==> config.mk <==
export PLATFORM = sky130hd
export DESIGN_NAME = alu_exec_unit
export DESIGN_NICKNAME = d
export VERILOG_FILES = /design/src/rtl/alu_exec_unit.sv
export SDC_FILE = /design/constraint.sdc
export NUM_CORES = 1
export LEC_CHECK = 0
export ABC_AREA = 1
export BUFFER_PORTS_ARGS = -buffer_cell sky130_fd_sc_hd__clkbuf_2
export CORE_MARGIN = 4
export CORE_UTILIZATION = 40
export DETAILED_ROUTE_END_ITERATION = 10
export HOLD_SLACK_MARGIN = 0.02
export PLACE_DENSITY_LB_ADDON = 0.08
export SLEW_MARGIN = 10
export SYNTH_ARGS = -nofsm -noshare
export SYNTH_HDL_FRONTEND = slang
export SYNTH_SLANG_ARGS = --single-unit
==> constraint.sdc <==
create_clock -name clk -period 1.94 [get_ports clk]
set_clock_uncertainty 0.2 [all_clocks]
set_input_delay 0.097 -clock clk [delete_from_list [all_inputs] [get_ports clk]]
set_output_delay 0.097 -clock clk [all_outputs]
set_load 0.005 [all_outputs]
==> src/rtl/alu_exec_unit.sv <==
// Handshaked ALU execution unit: one-cycle ops, bit-serial shifts.
// Define ALU_BARREL_SHIFT_EN to replace the serial shifter with a barrel shifter.
module alu_exec_unit #(
  parameter int XLEN = 32
) (
  input  logic            clk,
  input  logic            reset,
  input  logic            in_valid,
  output logic            in_ready,
  input  logic [3:0]      alu_ctrl,
  input  logic [XLEN-1:0] op_a,
  input  logic [XLEN-1:0] op_b,
  output logic            out_valid,
  input  logic            out_ready,
  output logic [XLEN-1:0] result,
  output logic            cond
);

  localparam logic [3:0] OP_ADD  = 4'h0;
  localparam logic [3:0] OP_SUB  = 4'h1;
  localparam logic [3:0] OP_SLL  = 4'h2;
  localparam logic [3:0] OP_SLT  = 4'h3;
  localparam logic [3:0] OP_SLTU = 4'h4;
  localparam logic [3:0] OP_XOR  = 4'h5;
  localparam logic [3:0] OP_SRA  = 4'h6;
  localparam logic [3:0] OP_SRL  = 4'h7;
  localparam logic [3:0] OP_OR   = 4'h8;
  localparam logic [3:0] OP_AND  = 4'h9;
  localparam logic [3:0] OP_BEQ  = 4'hA;
  localparam logic [3:0] OP_BNE  = 4'hB;
  localparam logic [3:0] OP_BGE  = 4'hC;
  localparam logic [3:0] OP_BGEU = 4'hD;

  typedef enum logic [1:0] {IDLE, SHIFT, DONE} state_e;

  state_e          state, state_next;
  logic            accept;
  logic            shift_start;
  logic [4:0]      shamt;
  logic            lt_s, lt_u, eq;
  logic [XLEN-1:0] alu_res;
  logic            alu_cond;

  assign shamt  = op_b[4:0];
  assign lt_s   = $signed(op_a) < $signed(op_b);
  assign lt_u   = op_a < op_b;
  assign eq     = op_a == op_b;
  assign accept = in_valid && in_ready;

  // Single-cycle result; in serial builds shift codes only reach here with amount 0.
  always_comb begin
    // NOTE: every output of a combinational block gets a default first, so no path infers a latch.
    alu_res  = '0;
    alu_cond = 1'b0;
    case (alu_ctrl)
      OP_SUB:  alu_res = op_a - op_b;
      OP_SLT:  begin alu_res = {{(XLEN-1){1'b0}}, lt_s}; alu_cond = lt_s; end
      OP_SLTU: begin alu_res = {{(XLEN-1){1'b0}}, lt_u}; alu_cond = lt_u; end
      OP_XOR:  alu_res = op_a ^ op_b;
      OP_OR:   alu_res = op_a | op_b;
      OP_AND:  alu_res = op_a & op_b;
      OP_BEQ:  alu_cond = eq;
      OP_BNE:  alu_cond = !eq;
      OP_BGE:  alu_cond = !lt_s;
      OP_BGEU: alu_cond = !lt_u;
`ifdef ALU_BARREL_SHIFT_EN
      OP_SLL:  alu_res = op_a << shamt;
      OP_SRL:  alu_res = op_a >> shamt;
      OP_SRA:  alu_res = $unsigned($signed(op_a) >>> shamt);
`else
      OP_SLL, OP_SRL, OP_SRA: alu_res = op_a;
`endif
      default: alu_res = op_a + op_b;
    endcase
  end

`ifdef ALU_BARREL_SHIFT_EN
  assign shift_start = 1'b0;
`else
  logic [3:0]      ctrl_q;
  logic [4:0]      cnt;
  logic [XLEN-1:0] shift_step;

  assign shift_start = accept && (alu_ctrl inside {OP_SLL, OP_SRL, OP_SRA}) && (shamt != 5'd0);

  always_comb begin
    case (ctrl_q)
      OP_SLL:  shift_step = {result[XLEN-2:0], 1'b0};
      OP_SRA:  shift_step = {result[XLEN-1], result[XLEN-1:1]};
      default: shift_step = {1'b0, result[XLEN-1:1]};
    endcase
  end
`endif

  always_comb begin
    state_next = state;
    in_ready   = (state == IDLE) && !reset;
    out_valid  = (state == DONE);
    case (state)
      IDLE:    if (accept) state_next = shift_start ? SHIFT : DONE;
`ifndef ALU_BARREL_SHIFT_EN
      SHIFT:   if (cnt == 5'd1) state_next = DONE;
`endif
      DONE:    if (out_ready) state_next = IDLE;
      default: state_next = IDLE;
    endcase
  end

  always_ff @(posedge clk) begin
    // NOTE: sequential state uses non-blocking assignments so every register samples pre-edge values.
    if (reset) state <= IDLE;
    else       state <= state_next;
  end

  // The result register doubles as the serial shift register.
  always_ff @(posedge clk) begin
    if (reset) begin
      result <= '0;
      cond   <= 1'b0;
`ifndef ALU_BARREL_SHIFT_EN
      ctrl_q <= '0;
      cnt    <= '0;
`endif
    end else if (accept) begin
`ifndef ALU_BARREL_SHIFT_EN
      ctrl_q <= alu_ctrl;
      cnt    <= shamt;
`endif
      if (shift_start) begin
        result <= op_a;
        cond   <= 1'b0;
      end else begin
        result <= alu_res;
        cond   <= alu_cond;
      end
    end
`ifndef ALU_BARREL_SHIFT_EN
    else if (state == SHIFT) begin
      result <= shift_step;
      cnt    <= cnt - 5'd1;
    end
`endif
  end

endmodule

After elaboration in Yosys (flattened, before gate mapping)
Index checks and enable logic that the tools add are counted.

Equality and inequality tests: 23. Mux-type cells: 14. Bitwise logic cells: 3. $lt $le $gt $ge: 2. Add/sub/neg operators: 3. Reduce and logical (&&, ||, !) cells: 16.

Operators by type and width (number): $pmux 32 s8 (1); $mux 32 (3); $lt 32x32->1 (2); $pmux 32 s2 (1); $add 32x32->32 (1); $and 32x32->32 (1); $eq 32x32->1 (1); $or 32x32->32 (1); $sub 32x32->32 (1); $xor 32x32->32 (1); $eq 4x4->1 const B (6); $eq 4x3->1 const B (5); $eq 4x2->1 const B (3); $mux 5 (2); $mux 2 (4); $ne 2x2->1 const B (3); $pmux 1 s6 (1); $pmux 2 s3 (1); $eq 5x1->1 const B (1); $reduce_bool 5->1 (1); $sub 5x1->5 const B (1); $eq 4x1->1 const B (1); $logic_and 1x1->1 (4); $logic_not 1->1 (4); 11 further kinds (11).

Output and inout bits: 35. Word-level logic and storage cells: 67. Input port bits: 72. Register bits: 44.

Longest topological paths before layout
Depth in word-level cells: 8. Depth in mapped cells: 19. Gate-level depth less buffers: 18.

Worst setup path after synthesis
OpenSTA, ideal clock, no wires.

Kind: input -> register. From: input port op_a[0]. To: register cond. Slack: -0.032 ns. Setup time: 0.116 ns. Cell stages on the path: 18. Required time: 1.624 ns. Buffers on the path: 0. Data arrival time: 1.656 ns. Cell sequence: inv_1 > ha_1 > inv_1 > fa_1 > nand2_1 > nand2_2 > nand2_1 > nand2_2 > nand2_2 > nand2_2 > nand2_2 > nand2_2 > nand2_2 > nand2_1 > nand2_1 > nand2_1 > o21ai_1 > nand2_1.

Word-level cells in the longest chain between the ends: 4. Elaborated cells on any way between the ends: 8. Those cells by class: order compare (2); eq/ne (1); mux (2); reduce/logical (3).

RTL lines: start: declaration (line 11) `input logic [XLEN-1:0] op_a,`; $lt 32x32->1 (tied with other cells) (line 46) `assign lt_u = op_a < op_b;`; $logic_not 1->1 (on tied branches) (line 65, 63, 64); $pmux 1 s6 * (line 55) `case (alu_ctrl)`; $mux 1 * (line 129) `if (shift_start) begin`; end signal: assignment (line 134) `cond <= alu_cond;`; end: declaration (line 16) `output logic cond`.

Mark *: on every way between the ends. The rest lies on a longest branch, timed or not. A chain may end at the register's enable or synchronous reset.

Final worst setup path
From: input port op_a[8]. To: register result[9].

Word-level cells in the longest chain between the ends: 4. Elaborated cells on any way between the ends: 5. Those cells by class: add/sub (2); mux (3).

RTL lines: $add 32x32->32 or $sub 32x32->32 (tied branches) (line 73, 56); $pmux 32 s8 * (line 55); $mux 32 * (line 129); $mux 32 * (line 124) `end else if (accept) begin`; end signal: assignment (line 130) `result <= op_a;`; end signal: assignment (line 133) `result <= alu_res;`; end signal: assignment (line 139) `result <= shift_step;`; end: declaration (line 15) `output logic [XLEN-1:0] result,`.

Marked as above.

==> flow_metrics.tcl <==
set metrics [dict create \
    p_per_area_nw_per_um2 420 \
    drc_errors 0 \
    grt_max_degree 29 \
    ys_ff_latch 44 \
    start_kind "primary input" \
    cts_tree "done" \
    rows 55 \
    drv_cap 0 \
    fmax_mhz 515 \
    tightest_slew_ns 0.619 \
    violations "negative setup slack" \
    clkTransAtPathRegs_ns 0.07 \
    crit_type "in -> reg" \
    drt_iter0_drc 977 \
    grt_setup_unrepaired "true" \
    synth_nets 1838 \
    gp_congestion 0.975 \
    n_antenna_cell 0 \
    core-area_sq_um 22600 \
    start_util_pct 40.7 \
    p_leak_nw 7.40 \
    drtPass1Iterations 5 \
    setup_ws_ns -0.000956 \
    period_share_pct 100 \
    synthToLayoutAreaGrowth_pct 50.1 \
    hp-class "in -> reg" \
    cts_sinks 44 \
    ir_drop_v 0.000339 \
    yosys-top-cells-area "nand2_1, ha_1, inv_1, dfxtp_1, nand3_1" \
    drt_wl_total_um 39300 \
    hold_depth 4 \
    crit_path_end_kind "flop" \
    ios 107 \
    drive_above_1_share_pct 37.7 \
    synth_top_area_share_pct 19.6 \
    synth_warnings 0 \
    drv_slew 0 \
    status "finished with violations" \
    viasPerCell 5.16 \
    clockBufferDepth 2 \
    async_flop_share_pct 0 \
    track_usage_pct 28.9 \
    cp_max_fo 3 \
    arrival_ns 1.92 \
    placed_area_sq_um 12300 \
    fill_cells 2338 \
    route.met3.wl_um 2820 \
    whs_ns 0.0353 \
    dpl.hpwl_um 32500 \
    cts_root_buf "clkbuf_16" \
    die_height_um 160 \
    syn_avg_cell_area_sq_um 5.53 \
    dieWidth_um 160 \
    grt_first_pass_wirelength_um 59700 \
    finalSetupViolations 1 \
    grt_pass1_vias 11400 \
    synth_edf_count 0 \
    met2_length_um 18000 \
    yosysMostFrequentCell "nand2_1" \
    die_area_sq_um 25500 \
    yosysTopAreaCell "nand2_1" \
    ys_seq_area_share_pct 9.56 \
    rr_worst_depth 9 \
    wl_met1_um 17100 \
    antenna_found_initial 0 \
    crit_required_ns 1.92 \
    relSlewSlack_pct 58.7 \
    fin_crit_ns 1.94 \
    drtAntennaViolNets 0 \
    grt_overflow 0 \
    routed.top_layer "met4" \
    final_area_sq_um 13800 \
    cts_buffers 5 \
    ys_types 54 \
    netlist_top_cells_count "nand2_1, inv_1, nor2_1" \
    synth_area_sq_um 9210 \
    ys.flop_type "dfxtp_1" \
    io_buffers 106 \
    htreeDepth 2 \
    wl_per_cell_um 16.7 \
    nNetsFinal 2244 \
    clock_latency_ns 0.29 \
    syn_inst 1666 \
    num_vias 12200 \
    hold_viol 0 \
]
## kinds of logic after synthesis
group,count (synthesis),share of synthesized area (%)
and+or+nand+nor,834,38.9
buffers and inverters,399,18.5
AOI/OAI and AO/OA,280,18.4
adders and majority gates,100,13.7
DFF,44,9.56
xor gates and xnor gates,8,0.760
muxes,1,0.109
## registers in the layout (all words and copies together), names as in the netlist
register,count
result,32
cnt,5
ctrl_q,4
state,2
cond,1
## through the flow
step / std cells / setup WS [ns] / util [%] / TNS (ns) / total power, mW
5_1_grt: 2358 / -0.122 / 61.1 / -0.861 / 6.20
3_3_place_gp: 2324 / -0.541 / 54.4 / -12.14 / 4.26
4_1_cts: 2343 / -0.0481 / 57.6 / -0.0732 / 5.49
2_1_floorplan: 1666 / 0.0185 / - / 0 / 2.82
6_report: 2358 / -0.000956 / 61.1 / -0.000956 / 5.81
3_5_place_dp: 2324 / -0.584 / 54.4 / -12.69 / 4.29
## where the power goes
| part | total (mW) | switching, mW | internal, mW |
|---|---|---|---|
| Sequential | 1.07 | 0.0869 | 0.986 |
| Clock | 1.02 | 0.410 | 0.614 |
| Combinational | 3.71 | 2.10 | 1.62 |
| Total | 5.81 | 2.59 | 3.22 |
## cells in the final DEF, fill, tap and decap left out, types with 32 or more instances in the layout
master and n:
o21ai_0 72, inv_1 275, inv_2 51, nand2_2 70, nand2_1 419, ha_1 66
buf_4 328, nor2_1 107, dfxtp_1 44, a21oi_1 73, clkbuf_2 100, nor2_2 35
o22ai_1 32, nand3_1 100
## repair_timing
item	in CTS	in global routing
endpoints found under the hold margin	10	0
setup buffers	7	15
gates resized for setup	97	206
endpoints found under the setup margin	28	31
hold buffers	4	0
pin swaps	19	77
## worst paths after layout
kind                         start                 endpoint  slack [ns]
min reg2reg      cond$_SDFFE_PP0P_        cond$_SDFFE_PP0P_        0.27
max                        op_a[8]   result[9]$_SDFFE_PP0P_      -0.001
min                    alu_ctrl[1]   ctrl_q[1]$_SDFFE_PP0P_        0.04
max reg2reg  state[1]$_SDFFE_PP0P_  result[19]$_SDFFE_PP0P_        0.11
## per-layer routing
| metal | GRT usage, % | vias up |
|---|---|---|
| met5 | 0 | - |
| met4 | 10.4 | 0 |
| met3 | 3.95 | 87 |
| met2 | 48.5 | 438 |
| met1 | 37.9 | 5555 |
| li1 | - | 6084 |
## worst max-delay path, stage by stage
cell and delay, ns:
clkbuf_2 0.09, buf_4 0.14, ha_1 0.23, inv_1 0.06, nand2_1 0.10, inv_1 0.08
nand2_1 0.10, nand3b_1 0.31, buf_4 0.22, o21ai_2 0.13, nand3_2 0.16, a21oi_2 0.16
nor2_1 0.04
## layout make-up
type | count | area (sq um) | share of cell area, %
multi-input combinational | 1223 | 7660 | 55.4
timing repair buffer | 464 | 3480 | 25.2
inverter | 334 | 1280 | 9.25
sequential | 44 | 881 | 6.37
tap | 285 | 357 | 2.58
clock buffer | 5 | 125 | 0.905
clock inverter | 3 | 46.3 | 0.335
No activity file was read; power rests on OpenSTA's default activity.
